==> src/rtl/btn_conditioner_pkg.sv <==
// Shared definitions for the button conditioner: D-pad bit indices, SOCD mode
// encodings, the axis-owner enum and the per-axis ownership/resolution helpers.
package btn_cond_pkg;

   localparam int BTN_RIGHT = 0;
   localparam int BTN_LEFT  = 1;
   localparam int BTN_UP    = 2;
   localparam int BTN_DOWN  = 3;

   localparam logic [1:0] SOCD_NEUTRAL = 2'b00;
   localparam logic [1:0] SOCD_LAST    = 2'b01;
   localparam logic [1:0] SOCD_FIRST   = 2'b10;
   localparam logic [1:0] SOCD_UPPRI   = 2'b11;

   typedef enum logic [1:0] {
      OWN_NONE = 2'b00,
      OWN_A    = 2'b01,
      OWN_B    = 2'b10
   } owner_e;

   // B is the direction that wins a same-cycle double press (DOWN, RIGHT)
   function automatic owner_e owner_next(input logic a, input logic b,
                                         input logic rise_a, input logic rise_b,
                                         input logic [1:0] mode, input owner_e own);
      owner_e nx;
      if (!a && !b)              nx = OWN_NONE;
      else if (a && !b)          nx = OWN_A;
      else if (!a && b)          nx = OWN_B;
      else if (mode == SOCD_FIRST) nx = (own == OWN_NONE) ? OWN_B : own;
      else if (rise_b)           nx = OWN_B;
      else if (rise_a)           nx = OWN_A;
      else                       nx = (own == OWN_NONE) ? OWN_B : own;
      return nx;
   endfunction

   // Returns {b_out, a_out}; only a conflicting axis is touched
   function automatic logic [1:0] axis_resolve(input logic a, input logic b,
                                               input owner_e own, input logic [1:0] mode,
                                               input logic is_vert);
      logic [1:0] r;
      if (!(a && b)) begin
         r = {b, a};
      end else begin
         case (mode)
            SOCD_NEUTRAL:          r = 2'b00;
            SOCD_LAST, SOCD_FIRST: r = {own == OWN_B, own == OWN_A};
            SOCD_UPPRI:            r = {1'b0, is_vert};
            default:               r = 2'b00;
         endcase
      end
      return r;
   endfunction

endpackage

==> src/rtl/btn_conditioner_if.sv <==
// Button conditioner signal bundle. Turbo controls exist only when
// BTN_TURBO_EN is defined.
interface btn_conditioner_if #(
   parameter int NUM_BTN = 8
`ifdef BTN_TURBO_EN
   , parameter int TURBO_W = 16
`endif
);
   logic [NUM_BTN-1:0] btn_raw;
   logic               gate;
   logic [1:0]         socd_mode;
   logic               no_diagonal;
`ifdef BTN_TURBO_EN
   logic [NUM_BTN-1:0] turbo_mask;
   logic [TURBO_W-1:0] turbo_half;
`endif
   logic [NUM_BTN-1:0] btn_out;
   logic [NUM_BTN-1:0] press_evt;
   logic [NUM_BTN-1:0] release_evt;

`ifdef BTN_TURBO_EN
   modport master (output btn_raw, gate, socd_mode, no_diagonal, turbo_mask, turbo_half,
                   input  btn_out, press_evt, release_evt);
   modport slave  (input  btn_raw, gate, socd_mode, no_diagonal, turbo_mask, turbo_half,
                   output btn_out, press_evt, release_evt);
`else
   modport master (output btn_raw, gate, socd_mode, no_diagonal,
                   input  btn_out, press_evt, release_evt);
   modport slave  (input  btn_raw, gate, socd_mode, no_diagonal,
                   output btn_out, press_evt, release_evt);
`endif
endinterface

==> src/rtl/btn_conditioner_debounce.sv <==
// One button channel: 2-FF synchroniser followed by a symmetric
// press/release debounce counter and the accepted stable level.
module btn_debounce #(
   parameter int DEBOUNCE_CYC = 14,
   parameter int DEBOUNCE_W   = 4
) (
   input  logic pclk,
   input  logic reset_n,
   input  logic i_raw,
   output logic o_stable
);
   localparam logic [DEBOUNCE_W-1:0] CNT_LAST = DEBOUNCE_W'(DEBOUNCE_CYC - 1);

   logic                  r_sync1;
   logic                  r_sync2;
   logic [DEBOUNCE_W-1:0] r_cnt;
   logic                  r_stable;

   // The flip happens on the DEBOUNCE_CYC-th consecutive disagreeing cycle
   always_ff @(posedge pclk or negedge reset_n) begin
      if (!reset_n) begin
         r_sync1  <= 1'b0;
         r_sync2  <= 1'b0;
         r_cnt    <= '0;
         r_stable <= 1'b0;
      end else begin
         r_sync1 <= i_raw;
         r_sync2 <= r_sync1;
         if (r_sync2 == r_stable) begin
            r_cnt <= '0;
         end else if (r_cnt == CNT_LAST) begin
            r_stable <= ~r_stable;
            r_cnt    <= '0;
         end else begin
            r_cnt <= r_cnt + DEBOUNCE_W'(1);
         end
      end
   end

   assign o_stable = r_stable;
endmodule

==> src/rtl/btn_conditioner.sv <==
// Button conditioner top: per-channel debounce, D-pad SOCD owners, no-diagonal
// lock, optional autofire (BTN_TURBO_EN) and press/release event pulses.
module btn_conditioner
   import btn_cond_pkg::*;
#(
   parameter int NUM_BTN      = 8,
   parameter int DEBOUNCE_CYC = 14,
   parameter int DEBOUNCE_W   = 4
`ifdef BTN_TURBO_EN
   , parameter int TURBO_W    = 16
`endif
) (
   input logic               pclk,
   input logic               reset_n,
   btn_conditioner_if.slave  bus
);
   logic [NUM_BTN-1:0] w_raw_gated;
   logic [NUM_BTN-1:0] w_stable;
   logic [NUM_BTN-1:0] w_res;
   logic [NUM_BTN-1:0] w_out_nx;
   logic [1:0]         w_v;
   logic [1:0]         w_h;
   logic               w_drop_v;
   logic               w_drop_h;
   logic               w_v_prev;
   logic               w_h_prev;
   owner_e             w_own_v_nx;
   owner_e             w_own_h_nx;

   logic [3:0]         r_stable_d;
   owner_e             r_own_v;
   owner_e             r_own_h;
   logic [NUM_BTN-1:0] r_res;
   logic [NUM_BTN-1:0] r_btn_out;
   logic [NUM_BTN-1:0] r_press;
   logic [NUM_BTN-1:0] r_release;

   assign w_raw_gated = bus.btn_raw & {NUM_BTN{bus.gate}};

   for (genvar g = 0; g < NUM_BTN; g++) begin : g_db
      btn_debounce #(.DEBOUNCE_CYC(DEBOUNCE_CYC), .DEBOUNCE_W(DEBOUNCE_W)) u_db (
         .pclk     (pclk),
         .reset_n  (reset_n),
         .i_raw    (w_raw_gated[g]),
         .o_stable (w_stable[g])
      );
   end

   assign w_v_prev = r_res[BTN_UP]   | r_res[BTN_DOWN];
   assign w_h_prev = r_res[BTN_LEFT] | r_res[BTN_RIGHT];

   // SOCD per axis, then the no-diagonal lock favouring the axis already shown
   always_comb begin
      w_own_v_nx = owner_next(w_stable[BTN_UP], w_stable[BTN_DOWN],
                              w_stable[BTN_UP] & ~r_stable_d[BTN_UP],
                              w_stable[BTN_DOWN] & ~r_stable_d[BTN_DOWN],
                              bus.socd_mode, r_own_v);
      w_own_h_nx = owner_next(w_stable[BTN_LEFT], w_stable[BTN_RIGHT],
                              w_stable[BTN_LEFT] & ~r_stable_d[BTN_LEFT],
                              w_stable[BTN_RIGHT] & ~r_stable_d[BTN_RIGHT],
                              bus.socd_mode, r_own_h);
      w_v = axis_resolve(w_stable[BTN_UP], w_stable[BTN_DOWN], w_own_v_nx, bus.socd_mode, 1'b1);
      w_h = axis_resolve(w_stable[BTN_LEFT], w_stable[BTN_RIGHT], w_own_h_nx, bus.socd_mode, 1'b0);
      w_drop_v = 1'b0;
      w_drop_h = 1'b0;
      if (bus.no_diagonal && (|w_v) && (|w_h)) begin
         if (w_h_prev && !w_v_prev) w_drop_v = 1'b1;
         else                       w_drop_h = 1'b1;
      end else begin
         w_drop_v = 1'b0;
         w_drop_h = 1'b0;
      end
      w_res            = w_stable;
      w_res[BTN_UP]    = w_v[0] & ~w_drop_v;
      w_res[BTN_DOWN]  = w_v[1] & ~w_drop_v;
      w_res[BTN_LEFT]  = w_h[0] & ~w_drop_h;
      w_res[BTN_RIGHT] = w_h[1] & ~w_drop_h;
   end

`ifdef BTN_TURBO_EN
   logic [TURBO_W-1:0] r_tcnt [NUM_BTN];
   logic [NUM_BTN-1:0] r_phase;
   logic [TURBO_W-1:0] w_tcnt_nx [NUM_BTN];
   logic [NUM_BTN-1:0] w_phase_nx;
   logic [TURBO_W-1:0] w_half_m1;

   assign w_half_m1 = (bus.turbo_half == '0) ? '0 : bus.turbo_half - TURBO_W'(1);

   // Phase restarts high on each resolved press and toggles every turbo_half cycles
   always_comb begin
      for (int i = 0; i < NUM_BTN; i++) begin
         w_tcnt_nx[i]  = '0;
         w_phase_nx[i] = 1'b0;
         if (w_res[i] && !r_res[i]) begin
            w_phase_nx[i] = 1'b1;
         end else if (w_res[i]) begin
            if (r_tcnt[i] >= w_half_m1) begin
               w_phase_nx[i] = ~r_phase[i];
            end else begin
               w_tcnt_nx[i]  = r_tcnt[i] + TURBO_W'(1);
               w_phase_nx[i] = r_phase[i];
            end
         end else begin
            w_phase_nx[i] = 1'b0;
         end
      end
      w_out_nx = w_res & (~bus.turbo_mask | w_phase_nx);
   end

   // Autofire phase state
   always_ff @(posedge pclk or negedge reset_n) begin
      if (!reset_n) begin
         for (int i = 0; i < NUM_BTN; i++) r_tcnt[i] <= '0;
         r_phase <= '0;
      end else begin
         for (int i = 0; i < NUM_BTN; i++) r_tcnt[i] <= w_tcnt_nx[i];
         r_phase <= w_phase_nx;
      end
   end
`else
   assign w_out_nx = w_res;
`endif

   // Resolved stage, outputs and edge pulses all update together
   always_ff @(posedge pclk or negedge reset_n) begin
      if (!reset_n) begin
         r_stable_d <= 4'b0000;
         r_own_v    <= OWN_NONE;
         r_own_h    <= OWN_NONE;
         r_res      <= '0;
         r_btn_out  <= '0;
         r_press    <= '0;
         r_release  <= '0;
      end else begin
         r_stable_d <= w_stable[3:0];
         r_own_v    <= w_own_v_nx;
         r_own_h    <= w_own_h_nx;
         r_res      <= w_res;
         r_btn_out  <= w_out_nx;
         r_press    <= w_out_nx & ~r_btn_out;
         r_release  <= ~w_out_nx & r_btn_out;
      end
   end

   assign bus.btn_out     = r_btn_out;
   assign bus.press_evt   = r_press;
   assign bus.release_evt = r_release;
endmodule
==> src/flat_wrapper.sv <==
// flat-port wrapper written by rule: the top's interface ports become plain ports
module btn_conditioner_flat import btn_cond_pkg::*;
#(
   parameter int NUM_BTN      = 8,
   parameter int DEBOUNCE_CYC = 14,
   parameter int DEBOUNCE_W   = 4

)
  (pclk, reset_n, bus_btn_raw, bus_gate, bus_socd_mode, bus_no_diagonal, bus_btn_out, bus_press_evt, bus_release_evt);
  btn_conditioner_if #(.NUM_BTN(NUM_BTN)) bus_i ();
  input logic pclk;
  input logic reset_n;
  input wire logic [$bits(bus_i.btn_raw)-1:0] bus_btn_raw;
  input wire logic [$bits(bus_i.gate)-1:0] bus_gate;
  input wire logic [$bits(bus_i.socd_mode)-1:0] bus_socd_mode;
  input wire logic [$bits(bus_i.no_diagonal)-1:0] bus_no_diagonal;
  output wire logic [$bits(bus_i.btn_out)-1:0] bus_btn_out;
  output wire logic [$bits(bus_i.press_evt)-1:0] bus_press_evt;
  output wire logic [$bits(bus_i.release_evt)-1:0] bus_release_evt;
  assign bus_i.btn_raw = bus_btn_raw;
  assign bus_i.gate = bus_gate;
  assign bus_i.socd_mode = bus_socd_mode;
  assign bus_i.no_diagonal = bus_no_diagonal;
  assign bus_btn_out = bus_i.btn_out;
  assign bus_press_evt = bus_i.press_evt;
  assign bus_release_evt = bus_i.release_evt;
  btn_conditioner #(.NUM_BTN(NUM_BTN), .DEBOUNCE_CYC(DEBOUNCE_CYC), .DEBOUNCE_W(DEBOUNCE_W)) u_core (.pclk(pclk), .reset_n(reset_n), .bus(bus_i));
endmodule
==> config.mk <==
export PLATFORM = sky130hd
export DESIGN_NAME = btn_conditioner_flat
export DESIGN_NICKNAME = d
export VERILOG_FILES = /design/src/rtl/btn_conditioner_pkg.sv /design/src/rtl/btn_conditioner_if.sv /design/src/rtl/btn_conditioner_debounce.sv /design/src/rtl/btn_conditioner.sv /design/src/flat_wrapper.sv
export SDC_FILE = /design/constraint.sdc
export NUM_CORES = 1
export LEC_CHECK = 0
export ABC_AREA = 1
export BUFFER_PORTS_ARGS = -buffer_cell sky130_fd_sc_hd__buf_2
export CAP_MARGIN = 20
export CORE_ASPECT_RATIO = 0.7
export CORE_MARGIN = 8
export CORE_UTILIZATION = 48
export CTS_CLUSTER_DIAMETER = 40
export CTS_CLUSTER_SIZE = 25
export DETAILED_ROUTE_END_ITERATION = 8
export PLACE_DENSITY_LB_ADDON = 0.05
export SLEW_MARGIN = 20
export SYNTH_ARGS = -nofsm -noshare
export SYNTH_HDL_FRONTEND = slang
export SYNTH_SLANG_ARGS = --single-unit
==> constraint.sdc <==
create_clock -name pclk -period 1.88 [get_ports pclk]
set_clock_uncertainty 0.2 [all_clocks]
set_input_delay 0.188 -clock pclk [delete_from_list [all_inputs] [get_ports pclk]]
set_output_delay 0.188 -clock pclk [all_outputs]
set_load 0.05 [all_outputs]
# Word-level counts from Yosys, hierarchy flattened

Index checks and enable logic that the tools add are counted.

$add $sub $neg: 8
$mul: 0
Div/mod/pow operators: 0
Order comparisons: 0
Equal/unequal tests: 23
Shifts and indexed selects: 0
Muxes and demuxes: 38
Bitwise gates (word level): 37
Reduce and logical (&&, ||, !) cells: 31

Operators by type and width:

| kind                | number |
|---|---|
| $mux 4              | 16 |
| $add 4x1->4 const B | 8 |
| $eq 4x4->1 const B  | 8 |
| $mux 2              | 16 |
| $and 8x8->8         | 3 |
| $not 1->1           | 22 |
| $not 8->8           | 2 |
| $reduce_and 2->1    | 8 |
| $logic_and 1x1->1   | 11 |
| $and 1x1->1         | 8 |
| $eq 1x1->1          | 8 |
| $eq 2x2->1 const B  | 4 |
| $reduce_or 2->1     | 4 |
| $eq 2x1->1 const B  | 3 |
| $logic_not 2->1     | 3 |
| $pmux 2 s3          | 1 |
| $logic_not 1->1     | 5 |
| $mux 1              | 4 |
| $pmux 2 s2          | 1 |
| $or 1x1->1          | 2 |

Register bits: 88
Bits in latches: 0
Memory bits (writable): 0
Memory bits (read-only): 0
Logic and storage cells: 175
Memories kept: 0

# Depth between registers and ports, before layout

Depth in word-level cells: 19
Gate-level depth with buffers: 15
Depth with buffers taken out: 15

# Hierarchy

A second synthesis with hierarchy kept.

Cells, all modules: 406
Area, all modules: 3699.8 µm²

Modules (own cells, without submodules):

| module                                  | instances | cells an instance | area an instance (µm²) | seq. area each (µm²) |
|---|---|---|---|---|
| btn_debounce at u_core.g_db[1].u_db ... | 7         | 33                | 295.3                  | 175.2 |
| btn_conditioner                         | 1         | 147               | 1338.8                 | 800.8 |
| btn_debounce at u_core.g_db[0].u_db     | 1         | 28                | 294.0                  | 175.2 |

# Least setup slack after synthesis

OpenSTA, ideal clock, no wires.

Kind: register to register
Start point: register u_core.g_db[1].u_db.r_stable
End point: register u_core.r_press[2] (netlist: u_core.bus.press_evt[2])
Arrival: 1.314 ns
Data required time: 1.538 ns
Path slack: 0.224 ns
Stages on the path, launching flop included: 14
Clock period less this slack: 1.656 ns
Cell sequence: dfrtp_1 > inv_2 > nor2_2 > nand2_2 > nand2_2 > nand3_2 > nor2_1 > nand2_1 > nand2_2 > nor2_2 > nor2_4 > nand3_2 > nand2_1 > nor2_1

Longest elaborated chain between the ends: 16
Elaborated cells between the ends (all ways): 22
Classes of those cells: eq/ne (2); mux (9); bitwise (4); reduce/logical (7)

Ends and longest elaborated chain:

| element                                  | RTL line                       | text |
|---|---|---|
| from (decl)                              | btn_conditioner_debounce.sv:17 | `logic r_stable;` |
| from (signal assigned)                   | btn_conditioner_debounce.sv:32 | `r_stable <= ~r_stable;` |
| $and 1x1->1                              | btn_conditioner.sv:59          | `w_stable[BTN_LEFT] & ~r_stable_d[BTN_LEFT],` |
| $mux 2                                   | btn_conditioner_pkg.sv:31      | `else if (rise_a) nx = OWN_A;` |
| $mux 2                                   | btn_conditioner_pkg.sv:30      | `else if (rise_b) nx = OWN_B;` |
| $mux 2                                   | btn_conditioner_pkg.sv:29      | `else if (mode == SOCD_FIRST) nx = (own == OWN_NONE) ? OWN_B : own;` |
| $mux 2                                   | btn_conditioner_pkg.sv:28      | `else if (!a && b) nx = OWN_B;` |
| $mux 2                                   | btn_conditioner_pkg.sv:27      | `else if (a && !b) nx = OWN_A;` |
| $mux 2                                   | btn_conditioner_pkg.sv:26      | `if (!a && !b) nx = OWN_NONE;` |
| $eq 2x1->1 or $eq 2x2->1 (tied branches) | btn_conditioner_pkg.sv:46      | `SOCD_LAST, SOCD_FIRST: r = {own == OWN_B, own == OWN_A};` |
| $pmux 2 s2                               | btn_conditioner_pkg.sv:44      | `case (mode)` |
| $mux 2 (*)                               | btn_conditioner_pkg.sv:41      | `if (!(a && b)) begin` |
| $reduce_or 2->1 (*)                      | btn_conditioner.sv:66          | `if (bus.no_diagonal && (\|w_v) && (\|w_h)) begin` |
| $logic_and 1x1->1 (*)                    | btn_conditioner.sv:66          |  |
| $mux 1 (*)                               | btn_conditioner.sv:66          |  |
| $not 1->1 (*)                            | btn_conditioner.sv:74          | `w_res[BTN_UP] = w_v[0] & ~w_drop_v;` |
| $and 1x1->1 (*)                          | btn_conditioner.sv:74          |  |
| $and 8x8->8 (*)                          | btn_conditioner.sv:140         | `r_press <= w_out_nx & ~r_btn_out;` |
| to (signal assigned)                     | btn_conditioner.sv:140         |  |
| to (decl)                                | btn_conditioner.sv:35          | `logic [NUM_BTN-1:0] r_press;` |

Mark *: on every way between the ends. The rest lies on a longest branch, timed or not.
A chain may end at the register's enable or synchronous reset.

# Final worst setup path

Start point: register u_core.g_db[1].u_db.r_stable
End point: register u_core.r_press[3] (netlist: u_core.bus.press_evt[3])

Longest elaborated chain between the ends: 16
Elaborated cells between the ends (all ways): 22
Classes of those cells: eq/ne (2); mux (9); bitwise (4); reduce/logical (7)

Ends and longest elaborated chain:

| element                                  | RTL line                  | text |
|---|---|---|
| $and 1x1->1                              | btn_conditioner.sv:59     |  |
| $mux 2                                   | btn_conditioner_pkg.sv:31 |  |
| $mux 2                                   | btn_conditioner_pkg.sv:30 |  |
| $mux 2                                   | btn_conditioner_pkg.sv:29 |  |
| $mux 2                                   | btn_conditioner_pkg.sv:28 |  |
| $mux 2                                   | btn_conditioner_pkg.sv:27 |  |
| $mux 2                                   | btn_conditioner_pkg.sv:26 |  |
| $eq 2x1->1 or $eq 2x2->1 (tied branches) | btn_conditioner_pkg.sv:46 |  |
| $pmux 2 s2                               | btn_conditioner_pkg.sv:44 |  |
| $mux 2 (*)                               | btn_conditioner_pkg.sv:41 |  |
| $reduce_or 2->1 (*)                      | btn_conditioner.sv:66     |  |
| $logic_and 1x1->1 (*)                    | btn_conditioner.sv:66     |  |
| $mux 1 (*)                               | btn_conditioner.sv:66     |  |
| $not 1->1 (*)                            | btn_conditioner.sv:75     | `w_res[BTN_DOWN] = w_v[1] & ~w_drop_v;` |
| $and 1x1->1 (*)                          | btn_conditioner.sv:75     |  |
| $and 8x8->8 (*)                          | btn_conditioner.sv:140    |  |

Marks and branches as above.

==> impl_metrics.ini <==
[outcome]
status = finished, final reports clean

[timing]
hold_violations = 0
finalCritPeriodShare_pct = 91.7
fin_crit_ps = 1720
maxSlewViolCount = 0
setup_viol = 0
max_clock_freq_mhz = 580
rsz0062_at_grt = yes
worstMarginPinSlew_ps = 410
max_slew_margin_pct = 72.5

[routing]
num_vias = 2257
drt_iter0_drc = 137
ant_nets = 0
viasPerCell = 4.41
wire_per_inst_um = 10.8
drc = 0
routed_wl_um = 5520
dr.pass1.iters = 4

[flow_run]
drv_cap = 0

[synthesis]
synth_edf_count = 0
synth_area_leader_cell = dfrtp_1
synth_adder_area_share_pct = 4.68
ys_warn_count = 0
synth_most_common_cell = dfrtp_1
ys_types = 28
synth_top_family_by_area = simple AND/OR/NAND/NOR gates
synthArstFlopShare_pct = 100
synthTopCellsByCount = 88 x dfrtp_1, 57 x inv_1, 50 x nand2_1
synth_area_um2 = 3480
synth_top_area_share_pct = 63.3
synthXorXnorAreaFrac_pct = 3.02
seq_area_frac_synth_pct = 63.3
synth_compound_area_share_pct = 2.27
ys_seq_elements = 88
synthMuxAreaShare_pct = 1.22
synth-main-ff-cell = dfrtp_1
synth-simple-area-share_pct = 18.8
netlist_instances = 338
synth_fp_nets = 365
synth.avg_cell_area_um2 = 10.3
synth_area_leaders = dfrtp_1 63%, inv_1 6.2%, nand2_1 5.4%

[clock_network]
clockBufferDepth = 2
cts_root_buf = clkbuf_8
clock_latency_ps = 350
htreeDepth = 3
cts_tree = built
numCtsBuffers = 9
clock_sinks = 88
clkTransAtPathRegs_ps = 80

[global_routing]
antenna_found_initial = 0
globalRoute.totalOverflow = 0
grt_max_degree = 54
grt_pass1_wl_um = 9870
first_global_vias = 2217
grtUsageTotal_pct = 11.7

[setup_path]
critPathBufInv = 1
cpMostUsedCell = nand2_2
crit_type = reg2reg
crit_path_start_kind = flop
arrival_ps = 1760
r2r-end = u_core.bus.press_evt[3]$_DFF_PN0_
r2r_start = u_core.g_db[1].u_db.o_stable$_DFFE_PN0P_
cp_max_fo = 4
r2r_slack_ps = 160
max_stage_delay_ps = 370
end_kind = flop
required_ps = 1920
crit_chain = inv_2 > nor2_2 > nand2_2 > nand2_2 > nand3_2 > nor2_1 > nand2_1 > nand2_2 > nor2_2 > nor2_4 > nand3_4 > nand2_2 > nor2_1
cpLargestDelayFamily = simple AND/OR/NAND/NOR gates
worstRegToRegCells = 13
slowest_stage = dfrtp_1

[die]
die_y_um = 87.2
initial_core_util_pct = 48.6
ios = 38
fp-row-count = 26
die-area_um2 = 10300
core_area_um2 = 7160
die_x_um = 118

[worst_hold_path]
hp-class = in2async

[placement]
place_hpwl_um = 3890
routabilityCongestion = 0.743
place_area_um2 = 3830
place.port_buffers = 37

[cells_and_area]
nFillCells = 627
finish.utilization_pct = 59.6
regArea_um2 = 2200
drive_gt1_share_pct = 21.3
multiInputGateArea_um2 = 1080
num_antenna_cells = 0
finalNetCount = 436
syn2layout_area_growth_pct = 22.6
final_area_um2 = 4260

[pwr]
ir_drop_mv = 0.563
power.density_nw_per_um2 = 799
p_leak_nw = 2.33
finalPower_mw = 3.41
placed cells by master (no fill, tap or decap), drive strengths merged:
master	n
nand3	25
mux2	2
nand4	1
o21ai	5
nand3b	2
ha	13
dlygate4sd3	17
inv	61
nor3	5
nor4	1
clkbuf	11
clkinv	2
nor3b	3
clkinvlp	2
bufinv	1
a21oi	7
dfrtp	88
xor2	7
a21boi	1
buf	44
mux2i	2
or2	4
nand2	54
nor2	50
xnor2	5
o31ai	1
cell type report:
cell class	instances	area share, %
repair buffers	61	9.92
well taps	98	2.88
inverters	61	5.37
multi-input cells	188	25.3
flip-flops and latches	88	51.7
clock buffers	11	3.55
clock inverters	5	1.29
stage by stage:
stage	hold WS (ps)	cells	worst slack [ps]	TNS [ps]
floorplan	-308	338	224	0
global placement	-121	477	51.1	0
detailed placement	-122	477	-6.13	-11.5
CTS	31.5	510	139	0
global route	43.7	512	-5.41	-16.3
finish	44.1	512	157	0
cells by family after synthesis:
| family | Yosys count |
|---|---|
| fa+ha+maj | 13 |
| xor+xnor | 12 |
| flops | 88 |
| buf+inv | 62 |
| simple gates | 145 |
| mux | 4 |
| compound gates | 14 |
where the power goes:
group          switching, mW  internal, mW  total (mW)
registers             0.0220          1.92        1.95
clock network          0.630         0.682        1.31
logic                 0.0857        0.0646       0.150
total                  0.738          2.67        3.41
flip-flops by register name, indices dropped and copies added, names as in the netlist:
signal	count
u_core.r_own_v	2
u_core.r_stable_d	4
u_core.g_db.u_db.r_sync1	8
u_core.g_db.u_db.o_stable	8
u_core.g_db.u_db.r_sync2	8
u_core.r_own_h	2
u_core.bus.release_evt	8
u_core.g_db.u_db.r_cnt	32
u_core.bus.press_evt	8
u_core.r_res	8
layer usage:
| metal | vias up | routed length [um] | GRT usage [%] |
|---|---|---|---|
| met2 | 37 | 2300 | 17.4 |
| met4 | 0 | 47 | 2.78 |
| li1 | 1174 | - | - |
| met3 | 6 | 291 | 5.18 |
| met5 | - | 0 | 0 |
| met1 | 1040 | 2890 | 15.4 |
timing repair:
action / in CTS / in global routing
buffers inserted: 0 / 2
hold buffers: 17 / 0
gates resized for setup: 0 / 10
endpoints found under the hold margin: 96 / 0
setup endpoints to repair: 0 / 12
worst max-delay path by stage:
stage / from / to / slack (ps) / cells after the start
final: u_core.g_db[1].u_db.o_stable$_DFFE_PN0P_ / u_core.bus.press_evt[3]$_DFF_PN0_ / 160 / 13
after floorplan: u_core.g_db[1].u_db.o_stable$_DFFE_PN0P_ / u_core.bus.press_evt[2]$_DFF_PN0_ / 220 / 13
after global routing: u_core.g_db[1].u_db.o_stable$_DFFE_PN0P_ / u_core.bus.press_evt[3]$_DFF_PN0_ / -5 / 13
after CTS: u_core.g_db[2].u_db.o_stable$_DFFE_PN0P_ / u_core.bus.press_evt[3]$_DFF_PN0_ / 140 / 10
after global placement: bus_socd_mode[0] / u_core.bus.press_evt[0]$_DFF_PN0_ / 50 / 14
after detailed placement: bus_socd_mode[0] / u_core.bus.press_evt[3]$_DFF_PN0_ / -6 / 14
worst register-to-register path, cell delays in order, from the launching register on:
cell     delay (ps)
dfrtp_1         370
inv_2            60
nor2_2           90
nand2_2          70
nand2_2          60
nand3_2          80
nor2_1           90
nand2_1          60
nand2_2          90
nor2_2           60
nor2_4          140
nand3_4         120
nand2_2          90
nor2_1           40
(Power assumes the default switching activity.)
